### src/rtl/prog_loader.sv
// rtl/prog_loader.sv - boot/reload sequencer streaming a program image into instruction and data memories
//
// Ports:
//   clk, rst               clock, asynchronous active-low reset
//   start, n_instr, n_data load request and word counts (sampled on an accepted start)
//   s_valid, s_data, s_ready  host word stream
//   im_wr, im_addr, im_data   instruction memory write port
//   dm_wr, dm_addr, dm_data   data memory write port
//   core_hold              1 = core held in reset
//   busy, done, err        load in progress, release pulse after a load, sticky load error
module prog_loader #(
    parameter int NBINST = 14,
    parameter int NUBITS = 16,
    parameter int NBWORD = 16,
    parameter int MINSTS = 64,
    parameter int MDATAS = 64,
    parameter int MINSTW = $clog2(MINSTS),
    parameter int MDATAW = $clog2(MDATAS),
    parameter int RSTHLD = 4
) (
    input  logic              clk,
    input  logic              rst,
    input  logic              start,
    input  logic [MINSTW:0]   n_instr,
    input  logic [MDATAW:0]   n_data,
    input  logic              s_valid,
    input  logic [NBWORD-1:0] s_data,
    output logic              s_ready,
    output logic              im_wr,
    output logic [MINSTW-1:0] im_addr,
    output logic [NBINST-1:0] im_data,
    output logic              dm_wr,
    output logic [MDATAW-1:0] dm_addr,
    output logic [NUBITS-1:0] dm_data,
    output logic              core_hold,
    output logic              busy,
    output logic              done,
    output logic              err
);

    localparam int HW = $clog2(RSTHLD + 1);

    typedef enum logic [2:0] {HOLD, RUN, LD_I, LD_D, CHK, ERR} state_t;

    state_t            state, state_n;
    logic [MINSTW:0]   ni_q, i_cnt;
    logic [MDATAW:0]   nd_q, d_cnt;
    logic [NBWORD-1:0] csum;
    logic [HW-1:0]     hold_cnt;
    logic              from_chk;

    logic accept, can_start, counts_ok, start_ok, last_i, last_d, hold_end;

    assign accept    = s_valid && s_ready;
    assign can_start = (state == RUN) || (state == ERR);
    assign counts_ok = (32'(n_instr) <= MINSTS) && (32'(n_data) <= MDATAS);
    assign start_ok  = can_start && start && counts_ok;
    assign last_i    = (i_cnt == ni_q - 1'b1);
    assign last_d    = (d_cnt == nd_q - 1'b1);
    assign hold_end  = (32'(hold_cnt) == RSTHLD - 1);

    always_comb begin
        state_n = state;
        case (state)
            HOLD: if (hold_end) state_n = RUN;
            RUN, ERR: begin
                if (start) begin
                    if (!counts_ok)        state_n = ERR;
                    else if (n_instr != 0) state_n = LD_I;
                    else if (n_data != 0)  state_n = LD_D;
                    else                   state_n = CHK;
                end
            end
            LD_I: if (accept && last_i) state_n = (nd_q != 0) ? LD_D : CHK;
            LD_D: if (accept && last_d) state_n = CHK;
            CHK:  if (accept) state_n = (s_data == csum) ? HOLD : ERR;
            default: state_n = HOLD;
        endcase
    end

    always_ff @(posedge clk or negedge rst) begin
        if (!rst) state <= HOLD;
        else      state <= state_n;
    end

    // Status outputs are registered copies of the next state, so they always
    // line up with the state register.
    always_ff @(posedge clk or negedge rst) begin
        if (!rst) begin
            s_ready   <= 1'b0;
            busy      <= 1'b0;
            core_hold <= 1'b1;
            err       <= 1'b0;
            done      <= 1'b0;
            im_wr     <= 1'b0;
            im_addr   <= '0;
            im_data   <= '0;
            dm_wr     <= 1'b0;
            dm_addr   <= '0;
            dm_data   <= '0;
            ni_q      <= '0;
            nd_q      <= '0;
            i_cnt     <= '0;
            d_cnt     <= '0;
            csum      <= '0;
            hold_cnt  <= '0;
            from_chk  <= 1'b0;
        end else begin
            s_ready   <= (state_n == LD_I) || (state_n == LD_D) || (state_n == CHK);
            busy      <= (state_n == LD_I) || (state_n == LD_D) || (state_n == CHK);
            core_hold <= (state_n != RUN);
            err       <= (state_n == ERR);
            done      <= (state == HOLD) && hold_end && from_chk;
            im_wr     <= (state == LD_I) && accept;
            dm_wr     <= (state == LD_D) && accept;

            // Counter restarts on every HOLD entry because it is cleared outside HOLD.
            if (state == HOLD) hold_cnt <= hold_cnt + 1'b1;
            else               hold_cnt <= '0;

            if (state == CHK && state_n == HOLD)   from_chk <= 1'b1;
            else if (state == HOLD && hold_end)    from_chk <= 1'b0;

            if (start_ok) begin
                ni_q  <= n_instr;
                nd_q  <= n_data;
                i_cnt <= '0;
                d_cnt <= '0;
                csum  <= '0;
            end

            if (state == LD_I && accept) begin
                im_addr <= i_cnt[MINSTW-1:0];
                im_data <= s_data[NBINST-1:0];
                i_cnt   <= i_cnt + 1'b1;
                csum    <= csum ^ s_data;
            end

            if (state == LD_D && accept) begin
                dm_addr <= d_cnt[MDATAW-1:0];
                dm_data <= s_data[NUBITS-1:0];
                d_cnt   <= d_cnt + 1'b1;
                csum    <= csum ^ s_data;
            end
        end
    end

endmodule
### config.mk
export PLATFORM = sky130hd
export DESIGN_NAME = prog_loader
export DESIGN_NICKNAME = d
export VERILOG_FILES = /design/src/rtl/prog_loader.sv
export SDC_FILE = /design/constraint.sdc
export NUM_CORES = 1
export LEC_CHECK = 0
export CAP_MARGIN = 25
export CORE_MARGIN = 3
export CORE_UTILIZATION = 57
export CTS_CLUSTER_DIAMETER = 60
export DETAILED_ROUTE_END_ITERATION = 7
export GPL_ROUTABILITY_DRIVEN = 0
export HOLD_SLACK_MARGIN = 0.02
export PLACE_DENSITY = 0.89
export SYNTH_ARGS = -nofsm -noshare
export SYNTH_HDL_FRONTEND = slang
export SYNTH_SLANG_ARGS = --single-unit
### constraint.sdc
create_clock -name clk -period 6.5 [get_ports clk]
set_clock_uncertainty 0.15 [all_clocks]
set_input_delay 1.3 -clock clk [delete_from_list [all_inputs] [get_ports clk]]
set_output_delay 1.3 -clock clk [all_outputs]
set_load 0.02 [all_outputs]
### Word-level counts from Yosys, hierarchy flattened

Index checks and enable logic that the tools add are counted.

* register bits: 99
* input bits: 34
* output and inout port bits: 49
* word-level logic and storage cells: 84

* $add $sub $neg: 5
* magnitude comparators: 2
* equal/unequal tests: 14
* muxes and demuxes: 20
* bitwise logic cells: 1
* reductions and logical operators: 24

Operator list (number)
* 16-bit 2-to-1 mux: 3
* 3-bit 2-to-1 mux: 11
* 7-bit 2-to-1 mux: 3
* 7-bit nonzero test: 3
* 16-bit == test: 1
* 16-bit XOR: 1
* 3-bit by 2-bit == test with 1-bit output (second input constant): 5
* 3-bit one-hot mux with 5 select lines: 1
* 7-bit by 1-bit adder with 7-bit output (second input constant): 2
* 7-bit == test: 2
* 7-bit less-or-equal comparator (second input constant): 2
* 7-bit by 1-bit subtractor with 7-bit output (second input constant): 2
* 3-bit == test (second input constant): 4
* 1-bit logical AND: 11
* 3-bit zero test: 2
* 2-bit nonzero test: 3
* 3-bit by 1-bit adder with 3-bit output (second input constant): 1
* 3-bit by 1-bit == test with 1-bit output (second input constant): 1
* 1-bit logical OR: 3
* 3-bit by 1-bit inequality test with 1-bit output (second input constant): 1
* 3-bit nonzero test: 1
* 1-bit 2-to-1 mux: 2
* 2-bit OR reduction: 1

### Depth between registers and ports, before layout

Gate-level depths: netlist (run 1).

* word-level depth: 9
* depth in mapped cells: 11
* gate-level depth less buffers: 10

### Worst setup path before layout (run 1)

Ideal clock, no wire load.

* path type: input port to flip-flop
* start: input port n_data[1]
* end: register err
* library setup time: 0.137 ns
* data arrival time: 3.427 ns
* required time: 6.213 ns
* setup slack: 2.786 ns
* stages: 7
* buffers on the path: 0
* path through: or4_1 or3_1 a22o_1 or3_1 a32o_1 a211o_1 nor3b_1

* word-level cells in the longest chain between the ends: 7
* elaborated cells between the ends (all ways): 9
* classes of those cells: 1 x order compare; 1 x eq/ne; 5 x mux; 2 x reduce/logical

RTL lines
* from (decl): line 25 `input logic [MDATAW:0] n_data,`
* parallel branches: the longest is 3 deep, another holds 7-bit less-or-equal comparator
* 3-bit 2-to-1 mux *: line 68 `if (!counts_ok) state_n = ERR;`
* 3-bit 2-to-1 mux *: line 67 `if (start) begin`
* 3-bit one-hot mux with 5 select lines *: line 64 `case (state)`
* named net state_n[0]: line 45 `state_t state, state_n;`
* 3-bit == test *: line 112 `err <= (state_n == ERR);`
* to (signal assigned): line 112
* to (decl): line 38 `output logic err`

Mark *: on every way through the listed nets, which the timed path passes.
A chain may end at the register's enable or synchronous reset.

### Worst setup path after layout (run 1)

Ends and elaborated chain as after synthesis.

==> reports/results.txt, run 1 <==
Die X: 97.50 um
clock network power share: 0.178
Slowest-stage cell, CP: or4_1
combinational share of power: 0.387
max_slew headroom: 0.5174
top cell type's share of synthesized area: 0.5139
xor-xnor portion of the synthesized cell area: 0.06607
Synth warnings: 0
Die H: 97.50 um
mux contribution to synthesized area: 0.02805
largest family of logic cells by synthesized area: simple AND/OR/NAND/NOR gates
outcome: complete, no violations
WP data arrival: 4.01 ns
Worst path top cell family by delay: simple AND/OR/NAND/NOR gates
vias in the first global route: 4017
Synth Area per Inst: 9.004 sq um
IO Pins: 83
number of port buffers: 82
layout cells sized above 1: 0.04590
detailed placer's ending HPWL: 7.935 mm
starting density of the core: 0.6020
Synth Flop Type: dfrtp_1
adder-cell area share of the yosys netlist: 0.01835
Switching Share: 0.3848
crit-path cells: clkdlybuf4s50_1 -> or4_1 -> or3_1 -> a22o_1 -> or3_1 -> a32o_1 -> a211o_1 -> nor3b_1
Final nets: 646
Critical Path Sink Type: flop
Rows: 32
DRC viols: 0
CP startpoint kind: input pin
fin crit share: 0.6036
CTS tree: done
RSZ-0062 raised after global routing: false
WP buf/inv: 1
CTS Buffer Depth: 2
Cell Int Power: 1.417 mW
min Tclk post-route: 3.923 ns
antenna violations before repair: 0
total power: 2.303 mW
P_leak: 2.729 nW
hold buffer count at cts: 0
TritonCTS buffer count: 9
CP dominant cell by count: or3_1
initial drt markers: 215
first drt pass iteration count: 5
final setup vio count: 0
maximum clock frequency: 254.9 MHz
Synth area leaders: dfrtp_1 51%, nand2_1 13%, o21ai_1 5.5%
hold crit path type: flop to flop
routed via count: 4060
area grow syn2layout: 23.10%
final hold violations: 0
Worst-Skew Late Latency: 0.36 ns
Seq/Total Area, Yosys: 0.5194
post-route ant nets: 0
simple-gate area share of the yosys netlist: 0.2375
postcts setup bufs: 0
Mapped Cells: 530
Max VDD drop: 249.2 uV
Worst Path Max Fanout: 4
count of cell types in the netlist: 51
most frequent cell after synthesis: nand2_1
compound-cell area share of the yosys netlist: 0.09963
largest net degree at the start of global routing: 56
Clk pin slew, worst setup/hold paths: 0.10 ns
Post-synth EDFFs: 0
Worst Path Required: 6.59 ns
Post-DP Area: 0.005638 sq mm
core area: 0.007928 sq mm
slew at the pin closest to its max-slew limit: 0.7194 ns
clock sink total: 99
routed vias/inst: 5.702
Congestion Overflow GR: 0
setup TNS: 0 ns
die area: 0.009506 sq mm
asr flop ratio synth: 1.000
Avg WL per Cell: 16.22 um
max-cap viol count: 0
final instance area: 0.005874 sq mm
All-Layer GR Usage: 0.2497
NetSw: 0.8864 mW
Power Density: 392.1 mW/mm^2
Post-Syn Area: 0.004772 sq mm
non-filler cells, final: 712
htree depth: 3
Clock Tree Root: clkbuf_8
post-CTS sizing: 0
final WL: 11.55 mm
Seq pwr share: 0.434
dpl cells: 694
Placement Setup Slack: 2.122 ns
final setup margin: 2.577 ns
first-pass GRT wire length: 19.63 mm
kind of critical path: input pin to flop
most common library cells after synthesis: 167 x nand2_1, 98 x dfrtp_1, 52 x o21ai_1
antenna cell count: 0
CP peak stage delay: 0.55 ns
top cell type by total area after synthesis: dfrtp_1
register bit total from synthesis: 99
fin. max-slew vios: 0
post-synth net total: 571
path summary, 6_finish.rpt:
| path | to | from | slack (ns) | depth (start not counted) |
|---|---|---|---|---|
| max | err | n_data[1] | 2.58 | 8 |
| min | hold_cnt[0] | hold_cnt[0] | 0.31 | 1 |
| max reg2reg | err | nd_q[0] | 3.51 | 7 |
| min reg2reg | hold_cnt[0] | hold_cnt[0] | 0.31 | 1 |
| max in group asynchronous | csum[13] | rst | 4.31 | 2 |
| min in group asynchronous | nd_q[3] | rst | 0.78 | 1 |
stage by stage:
stage / util / hold WS [ns]
6_report: 0.7410 / 0.3071
5_1_grt: 0.7410 / 0.3152
4_1_cts: 0.7366 / 0.3049
3_5_place_dp: 0.7112 / 0.2856
3_3_place_gp: 0.7112 / 0.2726
2_1_floorplan: - / 0.2597
power groups by stage:
| stage | Clock (mW) | Sequential (mW) | Combinational [mW] |
|---|---|---|---|
| after floorplan | 0 | 1.08 | 0.451 |
| after global placement | 0 | 0.993 | 0.848 |
| after detailed placement | 0 | 1.01 | 0.884 |
| after CTS | 0.413 | 0.999 | 0.893 |
| after global routing | 0.441 | 1.03 | 0.972 |
| final | 0.411 | 1.00 | 0.892 |
sequential cells by signal, indices dropped and copies added, names as in the netlist, 3 cells and up:
name	cells
hold_cnt	3
ni_q	7
i_cnt	7
dm_addr	6
dm_data	16
state	3
csum	16
nd_q	7
im_addr	6
im_data	14
d_cnt	7
layer usage:
metal	share of wire	wire, um	up-vias	GRT usage
met5	0	0	-	0
met2	0.49	5646	158	0.4180
met4	0.013	155	0	0.05431
met3	0.061	701	17	0.05599
met1	0.44	5049	1964	0.3344
li1	-	-	1921	-
cell families after synthesis:
| kind of cell | count (synthesis) |
|---|---|
| and+or+nand+nor | 261 |
| xor gates and xnor gates | 36 |
| AOI/OAI and AO/OA | 81 |
| muxes | 12 |
| DFF | 99 |
| buffers and inverters | 34 |
| adders and majority gates | 7 |
layout by cell type, fill, tap and decap left out, types with 4 or more instances in the layout:
cell	count
xnor2_1	18
o21ai_1	52
ha_1	7
or3_1	5
xor2_1	18
nand2_1	167
nor3_1	7
inv_1	8
o31ai_1	6
nor4_1	9
nand3_1	13
mux2_1	10
a21oi_1	4
buf_4	6
nor2_1	35
clkbuf_8	9
clkdlybuf4s50_1	81
dfrtp_1	98
and3_1	6
worst register-to-register path, stage by stage, from the launching register on:
cell and delay [ns]:
dfrtp_1 0.44, or4_1 0.57, or3_1 0.34, a2111oi_2 0.44, nand3_1 0.16, a32o_1 0.28
a211o_1 0.32, nor3b_1 0.15
layout make-up:
class	count	area, sq um
multi-input cells	397	2146
repair buffers	88	883.3
flip-flops and latches	99	2479
clock buffers	10	127.6
inverters	10	37.54
well taps	102	127.6
fillers	552	2053
clock inverters	6	73.82
Power figures use the tool's default switching activity.
==> run 2: changes to the inputs <==
CORE_UTILIZATION = 53   (was 57)
PLACE_DENSITY = 0.84   (was 0.89)
clock period = 4.1 ns   (was 6.5 ns; I/O delays follow)
==> run 2 against run 1 <==
First-iteration DRC count is 13% lower. Critical path depth stayed put. Critical endpoint unchanged. Combinational power is 57% higher. Largest cell class unchanged. Clock-buffer cell count is 1 lower.
==> reports/results.txt, run 2 (same netlist as run 1, synthesis figures left out) <==
outcome: complete, no violations
post-route ant nets: 0 (unchanged)
initial drt markers: 187 (-13%)
Slowest-stage cell, CP: or4_1
vias in the first global route: 4073 (+1.4%)
Hold Slack: 0.1769 ns (-0.1302 ns)
NetSw: 1.399 mW (+58%)
Multi-input gate area: 0.002146 sq mm (unchanged)
fin. max-slew vios: 0 (unchanged)
CP dominant cell by count: or3_1
first drt pass iteration count: 7 (+2)
Worst Path Required: 4.18 ns (-2.41 ns)
Clock Tree Root: clkbuf_8
Worst path top cell family by delay: simple AND/OR/NAND/NOR gates
DRC viols: 0 (unchanged)
P_leak: 2.748 nW (+0.71%)
RSZ-0062 raised after global routing: false
Die H: 100.9 um (+3.5%)
Critical Path Sink Type: flop
number of port buffers: 82 (unchanged)
WP buf/inv: 1 (unchanged)
Regs by FF count: csum: 16 flops, dm_data: 16 flops, im_data: 14 flops
Congestion Overflow GR: 0 (unchanged)
post-CTS sizing: 0 (unchanged)
register area: 0.002479 sq mm (unchanged)
postcts setup bufs: 0 (unchanged)
routed via count: 4025 (-0.86%)
CP startpoint kind: input pin
slew at the pin closest to its max-slew limit: 0.7573 ns (+0.03792 ns)
routed vias/inst: 5.614 (-1.6%)
min Tclk post-route: 3.432 ns
Cell Int Power: 2.251 mW (+59%)
antenna cell count: 0 (unchanged)
antenna violations before repair: 0 (unchanged)
CP peak stage delay: 0.57 ns (+0.02 ns)
Fill cells: 655 (+19%)
max_slew headroom: 0.4920 (-0.02544)
final hold violations: 0 (unchanged)
Power Density: 619.0 mW/mm^2 (+58%)
combinational share of power: 0.385 (-0.002)
Worst-Skew Late Latency: 0.37 ns (about the same)
die area: 0.01018 sq mm (+7.1%)
Seq pwr share: 0.435 (about the same)
starting density of the core: 0.5638 (-0.03817)
TritonCTS buffer count: 9 (unchanged)
maximum clock frequency: 291.4 MHz
Clk pin slew, worst setup/hold paths: 0.10 ns (about the same)
final setup vio count: 0 (unchanged)
Final nets: 648 (+0.31%)
max-cap viol count: 0 (unchanged)
clock network power share: 0.180 (+0.002)
hold crit path type: input pin to async pin
Rows: 33 (+3.1%)
IO Pins: 83 (unchanged)
htree depth: 3 (unchanged)
crit-path cells: clkdlybuf4s50_1 -> or4_1 -> or3_1 -> a22o_1 -> or3_1 -> a32o_1 -> a211o_1 -> nor3b_1
kind of critical path: input pin to flop
core area: 0.008464 sq mm (+6.8%)
first-pass GRT wire length: 19.23 mm (-2.0%)
CTS Buffer Depth: 2 (unchanged)
most frequent cells in the layout: 167 x nand2_1, 98 x dfrtp_1, 81 x clkdlybuf4s50_1
CTS tree: done
detailed placer's ending HPWL: 7.939 mm (about the same)
Switching Share: 0.3833 (-0.001560)
most common cell after layout, fill and taps aside: nand2_1
Worst Path Max Fanout: 4 (unchanged)
setup TNS: 0 ns (unchanged)
fin crit share: 0.8371
Avg WL per Cell: 15.99 um (-1.5%)
largest net degree at the start of global routing: 85 (+52%)
clock sink total: 99 (unchanged)
Die X: 100.9 um (+3.5%)
layout cells sized above 1: 0.05065 (+0.004752)
final WL: 11.46 mm (-0.76%)
Max VDD drop: 311.8 uV (+25%)
All-Layer GR Usage: 0.2361 (-0.01358)
WP data arrival: 3.51 ns (-0.50 ns)
hold buffer count at cts: 0 (unchanged)
area grow syn2layout: 23.57%
-- run 2: cell count changes in the layout (fill, tap and decap cells not counted), sizes merged --
cell / change
inv: +1
clkbuf: -1
buf: +2
clkinv: +2
clkinvlp: -2
-- run 2: area by class of cell --
cell class              instances  share of cell area
clock buffers                   9             0.02101
clock inverters                 7             0.01379
inverters                      10            0.006365
multi-input cells             397              0.3639
flip-flops and latches         99              0.4203
well taps                     105             0.02228
repair buffers                 90              0.1523
-- run 2: worst register-to-register path, stage by stage, from the launching register on --
cell       delay, ns
dfrtp_1         0.45
or4_1           0.59
or3_1           0.35
a2111oi_2       0.46
nand3_1         0.18
a32o_1          0.28
a211o_1         0.31
nor3b_1         0.15
-- run 2: final timing paths --
| kind | start | slack, ns | cells after the start | end |
|---|---|---|---|---|
| setup / recovery | n_data[1] | 0.67 | 8 | err |
| hold / removal | rst | 0.18 | 1 | nd_q[2] |
| setup reg to reg | nd_q[0] | 1.04 | 7 | err |
| hold reg to reg | hold_cnt[0] | 0.29 | 1 | hold_cnt[0] |
| max in group asynchronous | rst | 3.01 | 2 | im_data[6] |
| min in group clk | hold_cnt[0] | 0.29 | 1 | hold_cnt[0] |
-- run 2: per-layer routing --
| layer | up-vias | share of wire | global-route usage | routed length, um |
|---|---|---|---|---|
| met3 | 16 | 0.072 | 0.05813 | 823 |
| met5 | - | 0 | 0 | 0 |
| met1 | 1954 | 0.43 | 0.3086 | 4908 |
| li1 | 1915 | - | - | - |
| met2 | 140 | 0.49 | 0.3954 | 5594 |
| met4 | 0 | 0.012 | 0.06033 | 137 |
-- run 2: power by group through the flow --
stage / Sequential [mW] / Clock, mW / Combinational, mW
2_1_floorplan: 1.71 / 0 / 0.715
3_3_place_gp: 1.58 / 0 / 1.34
3_5_place_dp: 1.60 / 0 / 1.41
4_1_cts: 1.58 / 0.669 / 1.41
5_1_grt: 1.64 / 0.706 / 1.54
6_report: 1.59 / 0.657 / 1.40
-- run 2: per-stage QoR --
stage	area [sq um]	setup WS, ns	total power [mW]	util	std cells
after floorplan	4772	0.8661	2.423	-	530
after global placement	5657	0.3439	2.913	0.6683	699
after detailed placement	5657	0.3114	3.005	0.6683	699
after CTS	5862	0.6897	3.664	0.6925	715
after global routing	5897	0.5396	3.886	0.6967	717
final	5897	0.6679	3.650	0.6967	717
==> run 3: changes to the inputs <==
clock period = 3.3 ns   (was 4.1 ns; I/O delays follow)
==> run 3 against run 2 <==
Critical path type unchanged. Sequential cell count did not move. First-iteration DRC count increased by 20%. Via count is 2.2% higher. Largest cell class unchanged.
==> reports/results.txt, run 3 (same netlist as run 1, synthesis figures left out) <==
outcome: complete, no violations
Worst path top cell family by delay: simple AND/OR/NAND/NOR gates
vias in the first global route: 4049 (-0.59%)
first-pass GRT wire length: 19.28 mm (+0.25%)
RSZ-0062 raised after global routing: false
CP startpoint kind: input pin
initial drt markers: 224 (+20%)
TritonCTS buffer count: 9 (unchanged)
Final nets: 660 (+1.9%)
hold buffer count at cts: 0 (unchanged)
WP buf/inv: 1 (unchanged)
Worst R2R Start: nd_q[0]
slew at the pin closest to its max-slew limit: 0.6673 ns (-0.08999 ns)
Die H: 100.9 um (unchanged)
Critical Path Sink Type: flop
maximum clock frequency: 312.6 MHz
Max VDD drop: 444.1 uV (+42%)
fin crit share: 0.9693
max-cap viol count: 0 (unchanged)
Post-DP Area: 0.005787 sq mm (+2.3%)
post-route ant nets: 0 (unchanged)
reg2reg path depth: 8 (+1)
most common cell after layout, fill and taps aside: nand2_1
total power: 4.491 mW (+23%)
Fill cells: 641 (-2.1%)
fin. max-slew vios: 0 (unchanged)
final instance area: 0.005982 sq mm (+1.4%)
CP dominant cell by count: or3_1
starting density of the core: 0.5638 (unchanged)
DRC viols: 0 (unchanged)
Clk pin slew, worst setup/hold paths: 0.11 ns (about the same)
crit-path cells: clkdlybuf4s50_1 -> or4_1 -> or3_1 -> a22o_1 -> or3_1 -> a32o_1 -> a211o_1 -> nor3b_1
max_slew headroom: 0.5539 (+0.06187)
kind of critical path: input pin to flop
IO Pins: 83 (unchanged)
Critical R2R Capture: err
number of port buffers: 82 (unchanged)
Regs by FF count: csum: 16 flops, dm_data: 16 flops, im_data: 14 flops
Worst Path Max Fanout: 4 (unchanged)
routed vias/inst: 5.645 (+0.55%)
Power Density: 750.7 mW/mm^2 (+21%)
first drt pass iteration count: 4 (-3)
die area: 0.01018 sq mm (unchanged)
layout cells sized above 1: 0.06891 (+0.01826)
Rows: 33 (unchanged)
postcts setup bufs: 0 (unchanged)
antenna cell count: 0 (unchanged)
antenna violations before repair: 0 (unchanged)
dpl cells: 713 (+2.0%)
Slowest-stage cell, CP: or4_1
Congestion Overflow GR: 0 (unchanged)
final core utilization: 0.7067 (+0.01005)
post-CTS sizing: 0 (unchanged)
worst reg-to-reg setup slack: 0.28 ns (-0.76 ns)
routed via count: 4115 (+2.2%)
min Tclk post-route: 3.199 ns
clock sink total: 99 (unchanged)
hold crit path type: input pin to async pin
final hold violations: 0 (unchanged)
largest net degree at the start of global routing: 52 (-39%)
CTS tree: done
detailed placer's ending HPWL: 8.138 mm (+2.5%)
non-filler cells, final: 729 (+1.7%)
Clock Tree Root: clkbuf_8
area grow syn2layout: 25.35%
All-Layer GR Usage: 0.2376 (+0.001533)
Worst-Skew Late Latency: 0.37 ns (about the same)
Avg WL per Cell: 15.50 um (-3.0%)
Worst Path Required: 3.41 ns (-0.77 ns)
CP peak stage delay: 0.56 ns (about the same)
final WL: 11.30 mm (-1.4%)
htree depth: 3 (unchanged)
most frequent cells in the layout: 167 x nand2_1, 98 x dfrtp_1, 81 x clkdlybuf4s50_1
P_leak: 2.799 nW (+1.9%)
final setup vio count: 0 (unchanged)
WP data arrival: 3.31 ns (-0.20 ns)
core area: 0.008464 sq mm (unchanged)
Hold Slack: 0.1618 ns (-0.01511 ns)
Die X: 100.9 um (unchanged)
CTS Buffer Depth: 2 (unchanged)
==> run 3: worst max path at each step <==
| stage | from | end | slack (ns) | depth (start not counted) |
|---|---|---|---|---|
| final | n_data[1] | err | 0.10 | 8 |
| after global routing | n_data[1] | err | 0.06 | 8 |
| after detailed placement | n_data[1] | err | -0.25 | 8 |
| after CTS | n_data[1] | err | 0.12 | 8 |
| after global placement | n_data[1] | err | -0.22 | 8 |
| after floorplan | n_data[1] | err | 0.23 | 7 |
==> run 3: area by class of cell <==
| cell class | instances | area (sq um) | area share |
|---|---|---|---|
| sequential | 99 | 2479 | 0.4143 |
| timing repair buffer | 102 | 993.5 | 0.1661 |
| inverter | 10 | 37.54 | 0.006275 |
| tap | 105 | 131.4 | 0.02196 |
| clock inverter | 6 | 57.56 | 0.009621 |
| multi-input combinational | 397 | 2146 | 0.3587 |
| clock buffer | 10 | 137.6 | 0.02301 |
==> run 3: worst reg2reg max path, stage by stage, from the launching register on <==
cell and delay [ns]:
dfrtp_1 0.44, or4_1 0.56, or3_1 0.34, a2111oi_2 0.47, nand3_1 0.19, o32ai_1 0.34, nor3_1 0.09, buf_4 0.16
nor3b_1 0.20
==> run 3: where the power goes <==
part | leakage, nW | switching (mW) | internal, mW
Clock | 0.0927 | 0.450 | 0.309
Combinational | 1.38 | 0.916 | 0.847
Sequential | 1.33 | 0.360 | 1.61
Total | 2.80 | 1.73 | 2.77
==> run 3: stage by stage <==
stage	setup TNS (ns)	setup WS, ns
6_report	0	0.1012
5_1_grt	0	0.06389
4_1_cts	0	0.1226
3_5_place_dp	-4.887	-0.2511
3_3_place_gp	-3.333	-0.2209
2_1_floorplan	0	0.2261
==> run 3: per-layer routing <==
metal | GRT usage | routed length (um) | vias up
met2 | 0.3813 | 5525 | 156
met3 | 0.06367 | 848 | 17
li1 | - | - | 1949
met5 | 0 | 0 | -
met4 | 0.07464 | 190 | 0
met1 | 0.3162 | 4737 | 1993
